## config.mk

```make
export PLATFORM = sky130hd
export DESIGN_NAME = cfi_shadow_stack_backend
export DESIGN_NICKNAME = d
export VERILOG_FILES = /design/src/rtl/cfi_shadow_stack_backend.sv
export SDC_FILE = /design/constraint.sdc
export NUM_CORES = 1
export LEC_CHECK = 0
export CORE_AREA = 2 2 309 311
export CTS_BUF_LIST = sky130_fd_sc_hd__clkbuf_4
export DETAILED_ROUTE_END_ITERATION = 10
export DIE_AREA = 0 0 311 313
export PLACE_DENSITY = 0.73
export SYNTH_ARGS = -nofsm -noshare
export SYNTH_HDL_FRONTEND = slang
export SYNTH_SLANG_ARGS = --single-unit
```

## constraint.sdc

```tcl
create_clock -name clk_i -period 10.2 [get_ports clk_i]
set_clock_uncertainty 0.05 [all_clocks]
set_input_delay 1.53 -clock clk_i [delete_from_list [all_inputs] [get_ports clk_i]]
set_output_delay 1.53 -clock clk_i [all_outputs]
set_load 0.01 [all_outputs]
```

## src/rtl/cfi_shadow_stack_backend.sv

```systemverilog
// CFI shadow-stack backend: drains the CFI log queue, mirrors call/return pairs
// on a circular shadow stack and raises a one-cycle fault on mismatch/underflow.
// Optional build macro CFI_SS_OVERFLOW_TRAP_EN: a call on a full stack traps
// instead of overwriting the oldest entry.

package riscv;
    localparam int unsigned VLEN = 64;
    localparam int unsigned XLEN = 64;
endpackage

package cfi_ss_pkg;
    typedef enum logic [1:0] {
        CFI_BRANCH = 2'd0,
        CFI_JUMP   = 2'd1,
        CFI_CALL   = 2'd2,
        CFI_RETURN = 2'd3
    } cfi_kind_e;

    typedef struct packed {
        cfi_kind_e              kind;
        logic [riscv::VLEN-1:0] pc;
        logic [riscv::VLEN-1:0] target;
        logic                   is_rvc;
    } cfi_log_t;

    typedef struct packed {
        logic [riscv::XLEN-1:0] cause;
        logic [riscv::XLEN-1:0] tval;
        logic                   valid;
    } exception_t;
endpackage

module cfi_shadow_stack_backend
    import cfi_ss_pkg::*;
#(
    parameter int unsigned SS_DEPTH    = 16,
    parameter logic [63:0] FAULT_CAUSE = 64'd24
) (
    input  logic                         clk_i,
    input  logic                         rst_ni,
    input  cfi_log_t                     log_i,
    input  logic                         queue_empty_i,
    output logic                         queue_pop_o,
    output exception_t                   cfi_fault_o,
    output logic [$clog2(SS_DEPTH):0]    ss_usage_o
);

    localparam int unsigned PTR_W = $clog2(SS_DEPTH);
    localparam int unsigned USE_W = PTR_W + 1;

    typedef enum logic [1:0] {IDLE, CHECK, FAULT} state_e;

    state_e                 state_q, state_d;
    cfi_log_t               log_q;
    logic [PTR_W-1:0]       sp_q;
    logic [USE_W-1:0]       usage_q;
    logic [riscv::VLEN-1:0] tval_q, tval_d;
    logic                   rdy_q;
    logic [riscv::VLEN-1:0] stack_q [SS_DEPTH];

    logic                   push, pop, full;
    logic [PTR_W-1:0]       sp_m1;
    logic [riscv::VLEN-1:0] ret_addr, top;

    assign full     = (usage_q == USE_W'(SS_DEPTH));
    assign sp_m1    = sp_q - PTR_W'(1);
    assign top      = stack_q[sp_m1];
    assign ret_addr = log_q.pc + (log_q.is_rvc ? riscv::VLEN'(2) : riscv::VLEN'(4));

    always_ff @(posedge clk_i) begin
        if (!rst_ni) state_q <= IDLE;
        else         state_q <= state_d;
    end

    always_comb begin
        state_d     = state_q;
        tval_d      = tval_q;
        queue_pop_o = 1'b0;
        push        = 1'b0;
        pop         = 1'b0;
        case (state_q)
            IDLE: begin
                // rdy_q keeps the pop quiet in the first cycle out of reset
                if (rst_ni && rdy_q && !queue_empty_i) begin
                    queue_pop_o = 1'b1;
                    state_d     = CHECK;
                end
            end
            CHECK: begin
                state_d = IDLE;
                case (log_q.kind)
                    CFI_CALL: begin
`ifdef CFI_SS_OVERFLOW_TRAP_EN
                        if (full) begin
                            state_d = FAULT;
                            tval_d  = log_q.pc;
                        end else begin
                            push = 1'b1;
                        end
`else
                        push = 1'b1;
`endif
                    end
                    CFI_RETURN: begin
                        if (usage_q != '0) begin
                            pop = 1'b1;
                            if (log_q.target != top) begin
                                state_d = FAULT;
                                tval_d  = log_q.target;
                            end
                        end else begin
                            state_d = FAULT;
                            tval_d  = log_q.target;
                        end
                    end
                    default: state_d = IDLE;
                endcase
            end
            FAULT:   state_d = IDLE;
            default: state_d = IDLE;
        endcase
    end

    always_ff @(posedge clk_i) begin
        if (!rst_ni) begin
            rdy_q   <= 1'b0;
            log_q   <= '0;
            sp_q    <= '0;
            usage_q <= '0;
            tval_q  <= '0;
        end else begin
            rdy_q  <= 1'b1;
            tval_q <= tval_d;
            if (queue_pop_o) log_q <= log_i;
            if (push) begin
                // a push on a full stack overwrites the oldest slot
                sp_q <= sp_q + PTR_W'(1);
                if (!full) usage_q <= usage_q + USE_W'(1);
            end else if (pop) begin
                sp_q    <= sp_m1;
                usage_q <= usage_q - USE_W'(1);
            end
        end
    end

    always_ff @(posedge clk_i) begin
        if (rst_ni && push) stack_q[sp_q] <= ret_addr;
    end

    always_comb begin
        cfi_fault_o = '0;
        if (rst_ni && state_q == FAULT) begin
            cfi_fault_o.valid = 1'b1;
            cfi_fault_o.cause = FAULT_CAUSE;
            cfi_fault_o.tval  = tval_q;
        end
    end

    assign ss_usage_o = rst_ni ? usage_q : '0;

endmodule

```

## Yosys cells after proc, flatten, opt, wreduce, memory -nomap -nowiden

Memories as Yosys holds them, arrays and structs flattened.
Cells that the tools add are included.

- Add/sub/neg operators: 5
- Multiply operators: 0
- Divide/modulo/power cells: 0
- $lt $le $gt $ge: 0
- Equality and inequality tests: 9
- Shift-type cells: 0
- Muxes and demuxes: 25
- Bitwise gates (word level): 0
- Reduce and logical (&&, ||, !) cells: 10

Operator list:

| cell | count |
|---|---|
| $mux 64 | 2 |
| $mux 70 | 1 |
| $add 64x3->64 | 1 |
| $ne 64x64->1 | 1 |
| $mux 5 | 4 |
| $mux 1 | 10 |
| $mux 2 | 4 |
| $mux 4 | 2 |
| $eq 2x2->1 const B | 3 |
| $add 5x1->5 const B | 1 |
| $eq 5x5->1 const B | 1 |
| $reduce_bool 5->1 | 1 |
| $sub 5x1->5 const B | 1 |
| $add 4x1->4 const B | 1 |
| $logic_and 1x1->1 | 4 |
| $ne 2x2->1 const B | 2 |
| $pmux 2 s2 | 1 |
| $sub 4x1->4 const B | 1 |
| $mux 3 | 1 |
| $reduce_and 3->1 | 1 |
| $eq 2x1->1 const B | 1 |
| $logic_not 2->1 | 1 |
| $ne 2x1->1 const B | 1 |
| $reduce_and 2->1 | 1 |
| 2 further kinds | 2 |

- Flip-flop bits (word level): 207
- Bits in latches: 0
- RAM bits: 1024
- Bits in read-only memories: 0
- Input bits: 134
- Output and inout port bits: 135
- Word-level logic and storage cells: 59
- Memories: 1

Memory list:

| memory | depth | bits a word | rd ports | clocked after Yosys merged registers in | wr ports | RTL line | source |
|---|---|---|---|---|---|---|---|
| stack_q | 16 | 64 | 1 | 0 | 1 | 59 | `logic [riscv::VLEN-1:0] stack_q [SS_DEPTH];` |

## Depth between registers and ports, before layout

Gate-level depths: netlist of run 1.
An unclocked memory read counts as a cell.

- Depth in word-level cells: 7
- Gate-level depth with buffers: 24
- Gate-level depth less buffers: 12

## Worst setup path after synthesis of run 1

No wires, ideal clock.

- Path type: input to register
- Start: input port rst_ni
- End: memory stack_q[0][0] in the netlist's numbering (enable)
- Setup time: 0.565 ns
- Data arrival time: 6.638 ns
- Data required time: 9.585 ns
- Setup slack: 2.947 ns
- Stages: 6
- Path buffers: 2
- Path through: clkbuf_1 -> inv_1 -> clkbuf_1 -> nor2_1 -> nand2_1 -> nor3_1

- Word-level cells in the longest chain between the ends: 3

RTL lines:

| what | RTL line | source |
|---|---|---|
| start, declared | 40 | `input logic rst_ni,` |
| $logic_and 1x1->1 | 147 | `if (rst_ni && push) stack_q[sp_q] <= ret_addr;` |
| $mux 1 | 147 |  |
| $mux 1 (implied by the code) | 147 |  |
| end, declared | 59 |  |

Every way passes these cells.

## Worst setup path in the final report of run 1

- Start: register sp_q[0]
- End: register tval_q[4] in the netlist's numbering

- Word-level cells in the longest chain between the ends: 5

RTL lines:

| what | RTL line | source |
|---|---|---|
| start, declared | 55 | `logic [PTR_W-1:0] sp_q;` |
| start signal, assigned | 137 | `sp_q <= sp_q + PTR_W'(1);` |
| start signal, assigned | 140 | `sp_q <= sp_m1;` |
| $sub 4x1->4 | 66 | `assign sp_m1 = sp_q - PTR_W'(1);` |
| $mem_v2 16x64 | -- |  |
| $ne 64x64->1 | 107 | `if (log_q.target != top) begin` |
| $ne 2x1->1 (no source line) | -- |  |
| $reduce_and 3->1 (no source line) | -- |  |
| end signal, assigned | 133 | `tval_q <= tval_d;` |
| end, declared | 57 | `logic [riscv::VLEN-1:0] tval_q, tval_d;` |

Every way passes these cells.
A chain may end at the register's enable or synchronous reset.

==> impl_metrics.xml, run 1 <==
<?xml version="1.0" encoding="UTF-8"?>
<metrics>
  <group name="logic_synthesis">
    <metric name="postSynthAreaPerCell" unit="um^2">16.6</metric>
    <metric name="syn_inst" unit="">2978</metric>
    <metric name="ys.warnings.count" unit="">0</metric>
    <metric name="count_of_flip_flops_with_a_built_in_enable_after_synthesis" unit="">1024</metric>
    <metric name="post_synth_num_cell_types" unit="">63</metric>
    <metric name="syn-cell-area" unit="mm^2">0.0495</metric>
    <metric name="yosys_register_bits" unit="">1231</metric>
    <metric name="ys.flop_type" unit="">edfxtp_1</metric>
    <metric name="ys_async_sr_fraction" unit="">0</metric>
    <metric name="ys_seq_area_frac" unit="">0.705</metric>
  </group>
  <group name="detailed_routing">
    <metric name="drc" unit="">0</metric>
    <metric name="detail_route.iter0.violations" unit="">3606</metric>
    <metric name="vias" unit="">28800</metric>
    <metric name="drt_wl_total" unit="um">126000</metric>
    <metric name="wl_per_cell" unit="um">25.7</metric>
    <metric name="post_drt_via_cell_ratio" unit="">5.88</metric>
    <metric name="detail-route-antenna-nets" unit="">0</metric>
    <metric name="detailedRoute.firstPassIterationCount" unit="">8</metric>
  </group>
  <group name="clock_network">
    <metric name="cts_sinks" unit="">1231</metric>
    <metric name="tritoncts" unit="">built</metric>
    <metric name="cts-root-to-sink-buffers" unit="">4</metric>
    <metric name="cts_inserted_buffers" unit="">316</metric>
    <metric name="cts_max_level" unit="">5</metric>
    <metric name="clkSlewWorstSetupHoldPaths" unit="ps">60</metric>
    <metric name="cts_hold_buffers" unit="">0</metric>
    <metric name="cts_root_buf" unit="">clkbuf_4</metric>
    <metric name="cts-resized-gates" unit="">0</metric>
    <metric name="clock_latency" unit="ps">1200</metric>
    <metric name="cts.repair_timing.setup_buffer_count" unit="">0</metric>
  </group>
  <group name="setup_path">
    <metric name="timing.critical_path.slowest_stage_cell" unit="">ha_4</metric>
    <metric name="cp_top_family" unit="">buffers and inverters</metric>
    <metric name="crit_path_cell_trace" unit="">inv_2 -&gt; ha_4 -&gt; buf_12 -&gt; buf_12 -&gt; mux4_2 -&gt; mux4_2 -&gt; xnor2_1 -&gt; nand4_1 -&gt; nor4_1 -&gt; nand4_1 -&gt; o21ai_4 -&gt; buf_12 -&gt; mux2i_1</metric>
    <metric name="critical_path_peak_fanout" unit="">107</metric>
    <metric name="critical_path_s_most_frequent_cell" unit="">buf_12</metric>
    <metric name="critical_path_class" unit="">register to register</metric>
    <metric name="setup.worst_path.end_class" unit="">register</metric>
    <metric name="cp.required" unit="ps">11210</metric>
    <metric name="arrival" unit="ps">7700</metric>
    <metric name="sum_of_buffers_and_inverters_on_the_critical_path" unit="">4</metric>
    <metric name="startpoint_kind_of_the_worst_setup_timing_path" unit="">register</metric>
    <metric name="cpPeakStageDelay" unit="ps">930</metric>
  </group>
  <group name="die">
    <metric name="fp.dieW" unit="um">311</metric>
    <metric name="core_area" unit="mm^2">0.0942</metric>
    <metric name="chipHeight" unit="um">313</metric>
    <metric name="floorplan.rows" unit="">113</metric>
    <metric name="pin_count" unit="">269</metric>
    <metric name="floorplan.die_area" unit="mm^2">0.0973</metric>
    <metric name="initial_core_util" unit="">0.526</metric>
  </group>
  <group name="sta">
    <metric name="tightestPinTransition" unit="ps">1420</metric>
    <metric name="achievable-frequency" unit="GHz">0.149</metric>
    <metric name="finalMaxSlewViolations" unit="">0</metric>
    <metric name="slew-limit-headroom" unit="">0.0505</metric>
    <metric name="timing_hold_violations_final" unit="">0</metric>
    <metric name="setup-violations-final" unit="">0</metric>
    <metric name="tns" unit="ps">0</metric>
    <metric name="rsz_0062_raised_after_global_routing" unit="">false</metric>
    <metric name="finalCriticalPeriod" unit="ps">6690</metric>
    <metric name="period_share" unit="">0.656</metric>
    <metric name="fin_ws" unit="ps">3510</metric>
  </group>
  <group name="grt">
    <metric name="antenna_violations_before_repair" unit="">5</metric>
    <metric name="grt.overflow.total" unit="">0</metric>
    <metric name="grt_max_degree" unit="">122</metric>
    <metric name="first_pass_grt_wire_length" unit="um">185000</metric>
    <metric name="grt_usage" unit="">0.259</metric>
    <metric name="via_count_of_the_first_global_routing_pass" unit="">29000</metric>
  </group>
  <group name="job">
    <metric name="max-cap-violations" unit="">0</metric>
  </group>
  <group name="power_and_ir_drop">
    <metric name="ir_worst_vdd" unit="V">0.000120</metric>
    <metric name="power.density_cell_area" unit="mW/mm^2">175</metric>
    <metric name="power_leakage" unit="nW">19.5</metric>
  </group>
  <group name="place">
    <metric name="io_buffer_count" unit="">206</metric>
    <metric name="dp_hpwl" unit="um">75800</metric>
    <metric name="place.detailed.instances" unit="">4350</metric>
    <metric name="dp_worst_setup_slack" unit="ps">3500</metric>
    <metric name="routability_driven_placement_congestion_ratio" unit="">0.885</metric>
  </group>
  <group name="layout">
    <metric name="fin_nets" unit="">3548</metric>
    <metric name="syn2layout_area_growth" unit="%">14.9</metric>
    <metric name="share_of_final_layout_standard_cells_stronger_than_drive_strength_1" unit="">0.238</metric>
    <metric name="stdcell_count" unit="">4903</metric>
    <metric name="post-route-util" unit="">0.604</metric>
  </group>
  <group name="worst_hold_path">
    <metric name="hold_class" unit="">register to register</metric>
  </group>
  <group name="outcome">
    <metric name="status" unit="">completed</metric>
  </group>
</metrics>
-- cells by family after synthesis --
logic type / share of synthesized area
multiplexers: 0.150
flip-flops: 0.705
adder cells (fa/ha/maj): 0.00308
AND/OR/NAND/NOR: 0.0672
buffers and inverters: 0.0288
XOR/XNOR: 0.0207
AO/OA/AOI/OAI: 0.0248
other: 0.0000758
-- worst register-to-register path: stages, from the launching register on --
cell and delay (ps):
dfxtp_4 640, inv_2 130, ha_4 930, buf_12 480, buf_12 530, mux4_2 670
mux4_2 470, xnor2_1 210, nand4_1 270, nor4_1 520, nand4_1 230, o21ai_4 810
buf_12 380, mux2i_1 340
-- where the power goes --
group	switching, mW	internal (mW)
combinational	0.191	0.117
clock	1.90	2.24
sequential	0.0443	5.47
-- path summary, 6_finish.rpt --
| kind | from | end | slack, ps | cells past startpoint |
|---|---|---|---|---|
| hold / removal | tval_q[42]$_SDFFE_PN0P_ | tval_q[42]$_SDFFE_PN0P_ | 410 | 2 |
| hold reg to reg | tval_q[42]$_SDFFE_PN0P_ | tval_q[42]$_SDFFE_PN0P_ | 410 | 2 |
| setup reg to reg | sp_q[0]$_SDFFE_PN0P_ | tval_q[4]$_SDFFE_PN0P_ | 3510 | 13 |
| setup / recovery | sp_q[0]$_SDFFE_PN0P_ | tval_q[4]$_SDFFE_PN0P_ | 3510 | 13 |
-- placed cells by master, fill, tap and decap left out, types with 9 or more instances in the layout --
| cell | count |
|---|---|
| a21oi_1 | 17 |
| a22oi_1 | 9 |
| a31oi_1 | 9 |
| and2_1 | 75 |
| and3_1 | 24 |
| buf_4 | 65 |
| clkbuf_4 | 480 |
| clkdlybuf4s50_1 | 205 |
| clkinv_1 | 46 |
| clkinv_2 | 10 |
| conb_1 | 62 |
| dfxtp_1 | 206 |
| edfxtp_1 | 1024 |
| inv_1 | 12 |
| mux2i_1 | 180 |
| mux4_2 | 249 |
| nand2_1 | 402 |
| nand3_1 | 86 |
| nand4_1 | 34 |
| nor2_1 | 45 |
| nor2_4 | 13 |
| nor3_1 | 16 |
| nor4_1 | 11 |
| o21ai_0 | 130 |
| xnor2_1 | 59 |
| xnor2_2 | 15 |
| xor2_1 | 39 |
-- layout make-up --
cell class | count | area, um^2
fillers | 6890 | 37300
flip-flops and latches | 1231 | 34900
diodes | 8 | 20.0
clock buffers | 480 | 3600
clock inverters | 65 | 365
well taps | 1265 | 1580
inverters | 13 | 48.8
repair buffers | 276 | 2650
multi-input cells | 1565 | 13700
-- stage by stage --
step                      instance area (um^2)  power (mW)  hold WS [ps]
after global routing                     56900        10.3           428
after CTS                                56800        10.0           408
after detailed placement                 52800        5.92           399
after floorplan                          49700        5.78           374
final                                    56900        9.96           406
after global placement                   52800        5.91           393
-- flip-flops by register name, indices dropped and copies added, names as in the netlist --
signal   count
sp_q         4
log_q      131
rdy_q        1
tval_q      64
state_q      2
stack_q   1024
usage_q      5
-- metal layers --
layer,part of all wire,vias up,track usage
met4,0.030,0,0.102
met5,0,-,0
met1,0.38,14500,0.355
li1,-,12400,-
met2,0.47,1750,0.407
met3,0.11,234,0.0595
-- cell usage after synthesis, types with 9 or more instances --
master	count	share of area
nand4_1	34	0.0043
edfxtp_1	1024	0.62
and2_1	75	0.0095
inv_1	12	0.00091
mux4_2	249	0.11
nor2_1	58	0.0044
a22oi_1	9	0.0014
ha_1	9	0.0023
xnor2_1	74	0.013
nand3_1	86	0.0087
nor3_1	21	0.0021
dfxtp_1	207	0.084
o21ai_0	130	0.013
a31oi_1	9	0.0011
nand2_1	402	0.030
a21oi_1	17	0.0017
buf_4	82	0.012
and3_1	24	0.0030
nor4_1	12	0.0015
xor2_1	43	0.0076
mux2i_1	180	0.036
buf_2	48	0.0049
clkbuf_1	80	0.0061
No activity file was read; power rests on OpenSTA's default activity.
==> run 2: changes to the inputs <==
Settings changed: PLACE_DENSITY 0.73 to 0.75.
Clock period 10.2 ns to 5.4 ns, I/O delays scaled along.
==> run 2 against run 1 <==
  * Total power rose by 86%
  * Register-to-register slack got worse by 3200 ps
  * Via count grew 0.20%
  * Clock power is 81% higher
  * Worst hold slack worse by 240 ps
  * Non-clock buffer count rose by 13
  * Final area is 0.13% higher
==> impl_metrics.xml, run 2 (same netlist as run 1, synthesis figures left out) <==
<?xml version="1.0" encoding="UTF-8"?>
<metrics>
  <group name="power_and_ir_drop">
    <metric name="share_comb_of_total_power" unit="">0.031</metric>
    <metric name="power.density_cell_area" unit="mW/mm^2">324</metric>
    <metric name="seq_power_share" unit="">0.564</metric>
    <metric name="swShare" unit="">0.216</metric>
    <metric name="internal_power" unit="mW">14.5</metric>
    <metric name="power.switching" unit="mW">3.98</metric>
    <metric name="power_leakage" unit="nW">19.4</metric>
    <metric name="ir_worst_vdd" unit="V">0.000205</metric>
    <metric name="clock_power_share" unit="">0.405</metric>
  </group>
  <group name="place">
    <metric name="io_buffer_count" unit="">206</metric>
    <metric name="dp_hpwl" unit="um">76100</metric>
    <metric name="dp_worst_setup_slack" unit="ps">26.4</metric>
    <metric name="routability_driven_placement_congestion_ratio" unit="">0.904</metric>
  </group>
  <group name="detailed_routing">
    <metric name="wl_per_cell" unit="um">25.7</metric>
    <metric name="drt_wl_total" unit="um">125000</metric>
    <metric name="detail-route-antenna-nets" unit="">0</metric>
    <metric name="detailedRoute.firstPassIterationCount" unit="">8</metric>
    <metric name="vias" unit="">28900</metric>
    <metric name="drc" unit="">0</metric>
    <metric name="detail_route.iter0.violations" unit="">3809</metric>
    <metric name="post_drt_via_cell_ratio" unit="">5.91</metric>
  </group>
  <group name="grt">
    <metric name="via_count_of_the_first_global_routing_pass" unit="">29000</metric>
    <metric name="grt_usage" unit="">0.258</metric>
    <metric name="grt.overflow.total" unit="">0</metric>
    <metric name="grt_max_degree" unit="">203</metric>
    <metric name="first_pass_grt_wire_length" unit="um">184000</metric>
    <metric name="antenna_violations_before_repair" unit="">5</metric>
  </group>
  <group name="setup_path">
    <metric name="timing.rr.start" unit="">sp_q[1]$_SDFFE_PN0P_</metric>
    <metric name="critical_path_class" unit="">register to register</metric>
    <metric name="rr_endpoint" unit="">tval_q[44]$_SDFFE_PN0P_</metric>
    <metric name="worst_setup_path_startpoint" unit="">sp_q[1]$_SDFFE_PN0P_</metric>
    <metric name="rrSetupSlack" unit="ps">330</metric>
    <metric name="cp.required" unit="ps">6370</metric>
    <metric name="worst_r2r_path_depth" unit="">13</metric>
    <metric name="critical_path_peak_fanout" unit="">71</metric>
    <metric name="setup.worst_path.end_class" unit="">register</metric>
    <metric name="arrival" unit="ps">6030</metric>
    <metric name="critical_path_sink" unit="">tval_q[44]$_SDFFE_PN0P_</metric>
    <metric name="startpoint_kind_of_the_worst_setup_timing_path" unit="">register</metric>
  </group>
  <group name="die">
    <metric name="pin_count" unit="">269</metric>
    <metric name="chipHeight" unit="um">313</metric>
    <metric name="fp.dieW" unit="um">311</metric>
    <metric name="initial_core_util" unit="">0.526</metric>
    <metric name="floorplan.die_area" unit="mm^2">0.0973</metric>
    <metric name="floorplan.rows" unit="">113</metric>
    <metric name="core_area" unit="mm^2">0.0942</metric>
  </group>
  <group name="layout">
    <metric name="largest_register" unit="">stack_q</metric>
    <metric name="largest_reg_flops" unit="">1024</metric>
    <metric name="layout.cells.most_common" unit="">edfxtp_1</metric>
    <metric name="layout_top_registers" unit="">stack_q (1024), log_q (131), tval_q (64)</metric>
    <metric name="fin_nets" unit="">3568</metric>
    <metric name="syn2layout_area_growth" unit="%">15.1</metric>
    <metric name="share_of_final_layout_standard_cells_stronger_than_drive_strength_1" unit="">0.233</metric>
    <metric name="commonest_cells_after_routing_fill_and_taps_aside" unit="">edfxtp_1, clkbuf_4, nand2_1</metric>
  </group>
  <group name="sta">
    <metric name="rsz_0062_raised_after_global_routing" unit="">false</metric>
    <metric name="finalCriticalPeriod" unit="ps">5070</metric>
    <metric name="period_share" unit="">0.939</metric>
    <metric name="fin_ws" unit="ps">332</metric>
    <metric name="slew-limit-headroom" unit="">0.0695</metric>
    <metric name="timing_hold_violations_final" unit="">0</metric>
    <metric name="achievable-frequency" unit="GHz">0.197</metric>
    <metric name="finalMaxSlewViolations" unit="">0</metric>
    <metric name="tns" unit="ps">0</metric>
    <metric name="tightestPinTransition" unit="ps">1390</metric>
    <metric name="setup-violations-final" unit="">0</metric>
  </group>
  <group name="clock_network">
    <metric name="clkSlewWorstSetupHoldPaths" unit="ps">70</metric>
    <metric name="cts_max_level" unit="">5</metric>
    <metric name="cts_root_buf" unit="">clkbuf_4</metric>
    <metric name="cts-root-to-sink-buffers" unit="">4</metric>
    <metric name="cts_sinks" unit="">1231</metric>
    <metric name="tritoncts" unit="">built</metric>
    <metric name="cts.repair_timing.setup_buffer_count" unit="">0</metric>
    <metric name="clock_latency" unit="ps">1180</metric>
    <metric name="cts_inserted_buffers" unit="">323</metric>
    <metric name="cts_hold_buffers" unit="">0</metric>
  </group>
  <group name="worst_hold_path">
    <metric name="hold_class" unit="">input port to register</metric>
  </group>
  <group name="outcome">
    <metric name="status" unit="">completed</metric>
  </group>
  <group name="job">
    <metric name="max-cap-violations" unit="">0</metric>
  </group>
</metrics>
-- run 2: cell types whose count changed in the layout (fill, tap and decap cells not counted), moves of 3 or more --
| cell | before | now |
|---|---|---|
| buf_12 | 5 | 24 |
| nor3_2 | 5 | 1 |
| inv_2 | 5 | 8 |
| nor3_4 | 0 | 4 |
| diode_2 | 8 | 5 |
| buf_4 | 65 | 58 |
| clkinv_2 | 10 | 4 |
| clkbuf_4 | 480 | 450 |
| xnor2_2 | 15 | 9 |
| xnor2_1 | 59 | 65 |
| clkinv_1 | 46 | 52 |
-- run 2: cell type report --
cell class	count	area (um^2)
Antenna cell	5	12.5
Fill cell	6866	37200
Clock inverter	67	339
Timing Repair Buffer	289	2990
Inverter	13	48.8
Multi-Input combinational cell	1565	13700
Clock buffer	450	3380
Sequential cell	1231	34900
Tap cell	1265	1580
-- run 2: repair_timing --
action	CTS	global route
pin swaps	0	0
endpoints found under the setup margin	12	64
gates resized for setup	1	3
-- run 2: how the worst min path moves through the flow --
| stage | from | endpoint | slack (ps) | cells after the start |
|---|---|---|---|---|
| floorplan | rdy_q$_DFF_P_ | state_q[0]$_SDFFE_PN0P_ | 370 | 2 |
| CTS | log_i[67] | log_q[67]$_SDFFE_PN0P_ | 60 | 3 |
| global placement | tval_q[33]$_SDFFE_PN0P_ | tval_q[33]$_SDFFE_PN0P_ | 390 | 2 |
| finish | log_i[67] | log_q[67]$_SDFFE_PN0P_ | 170 | 3 |
| global route | log_i[69] | log_q[69]$_SDFFE_PN0P_ | 110 | 3 |
| detailed placement | tval_q[16]$_SDFFE_PN0P_ | tval_q[16]$_SDFFE_PN0P_ | 400 | 2 |
-- run 2: critical path: stages (launching register included) --
cell	delay, ps
dfxtp_1	490
inv_1	140
ha_4	410
buf_12	220
buf_12	370
mux4_2	410
mux4_2	520
xnor2_2	360
nand4_1	370
nor4_2	510
nand4_1	210
o21ai_4	270
buf_12	290
mux2i_1	230
-- run 2: metrics by stage --
stage                     total power [mW]  cell area [um^2]   util  hold slack, ps  std cells
after detailed placement              11.2             53100  0.564             398       4362
after global placement                11.2             53100  0.564             392       4362
after CTS                             18.6             56900  0.604            55.5       4879
after global routing                  19.2             56900  0.605             112       4884
final                                 18.5             56900  0.605             168       4885
after floorplan                       10.9             49700      -             374       3039
-- run 2: power groups by stage --
| stage | logic, mW | clock network, mW | registers (mW) |
|---|---|---|---|
| after detailed placement | 0.569 | 0 | 10.6 |
| after floorplan | 0.344 | 0 | 10.6 |
| after global placement | 0.549 | 0 | 10.6 |
| after CTS | 0.573 | 7.63 | 10.4 |
| after global routing | 0.625 | 8.12 | 10.4 |
| final | 0.581 | 7.48 | 10.4 |
-- run 2: layer usage --
| metal | part of all wire | global-route usage | routed length (um) | vias to the layer above |
|---|---|---|---|---|
| li1 | - | - | - | 12400 |
| met1 | 0.38 | 0.349 | 48300 | 14400 |
| met2 | 0.47 | 0.406 | 59000 | 1866 |
| met3 | 0.12 | 0.0754 | 15000 | 241 |
| met4 | 0.026 | 0.0884 | 3210 | 2 |
| met5 | 0.00010 | 0 | 13 | - |
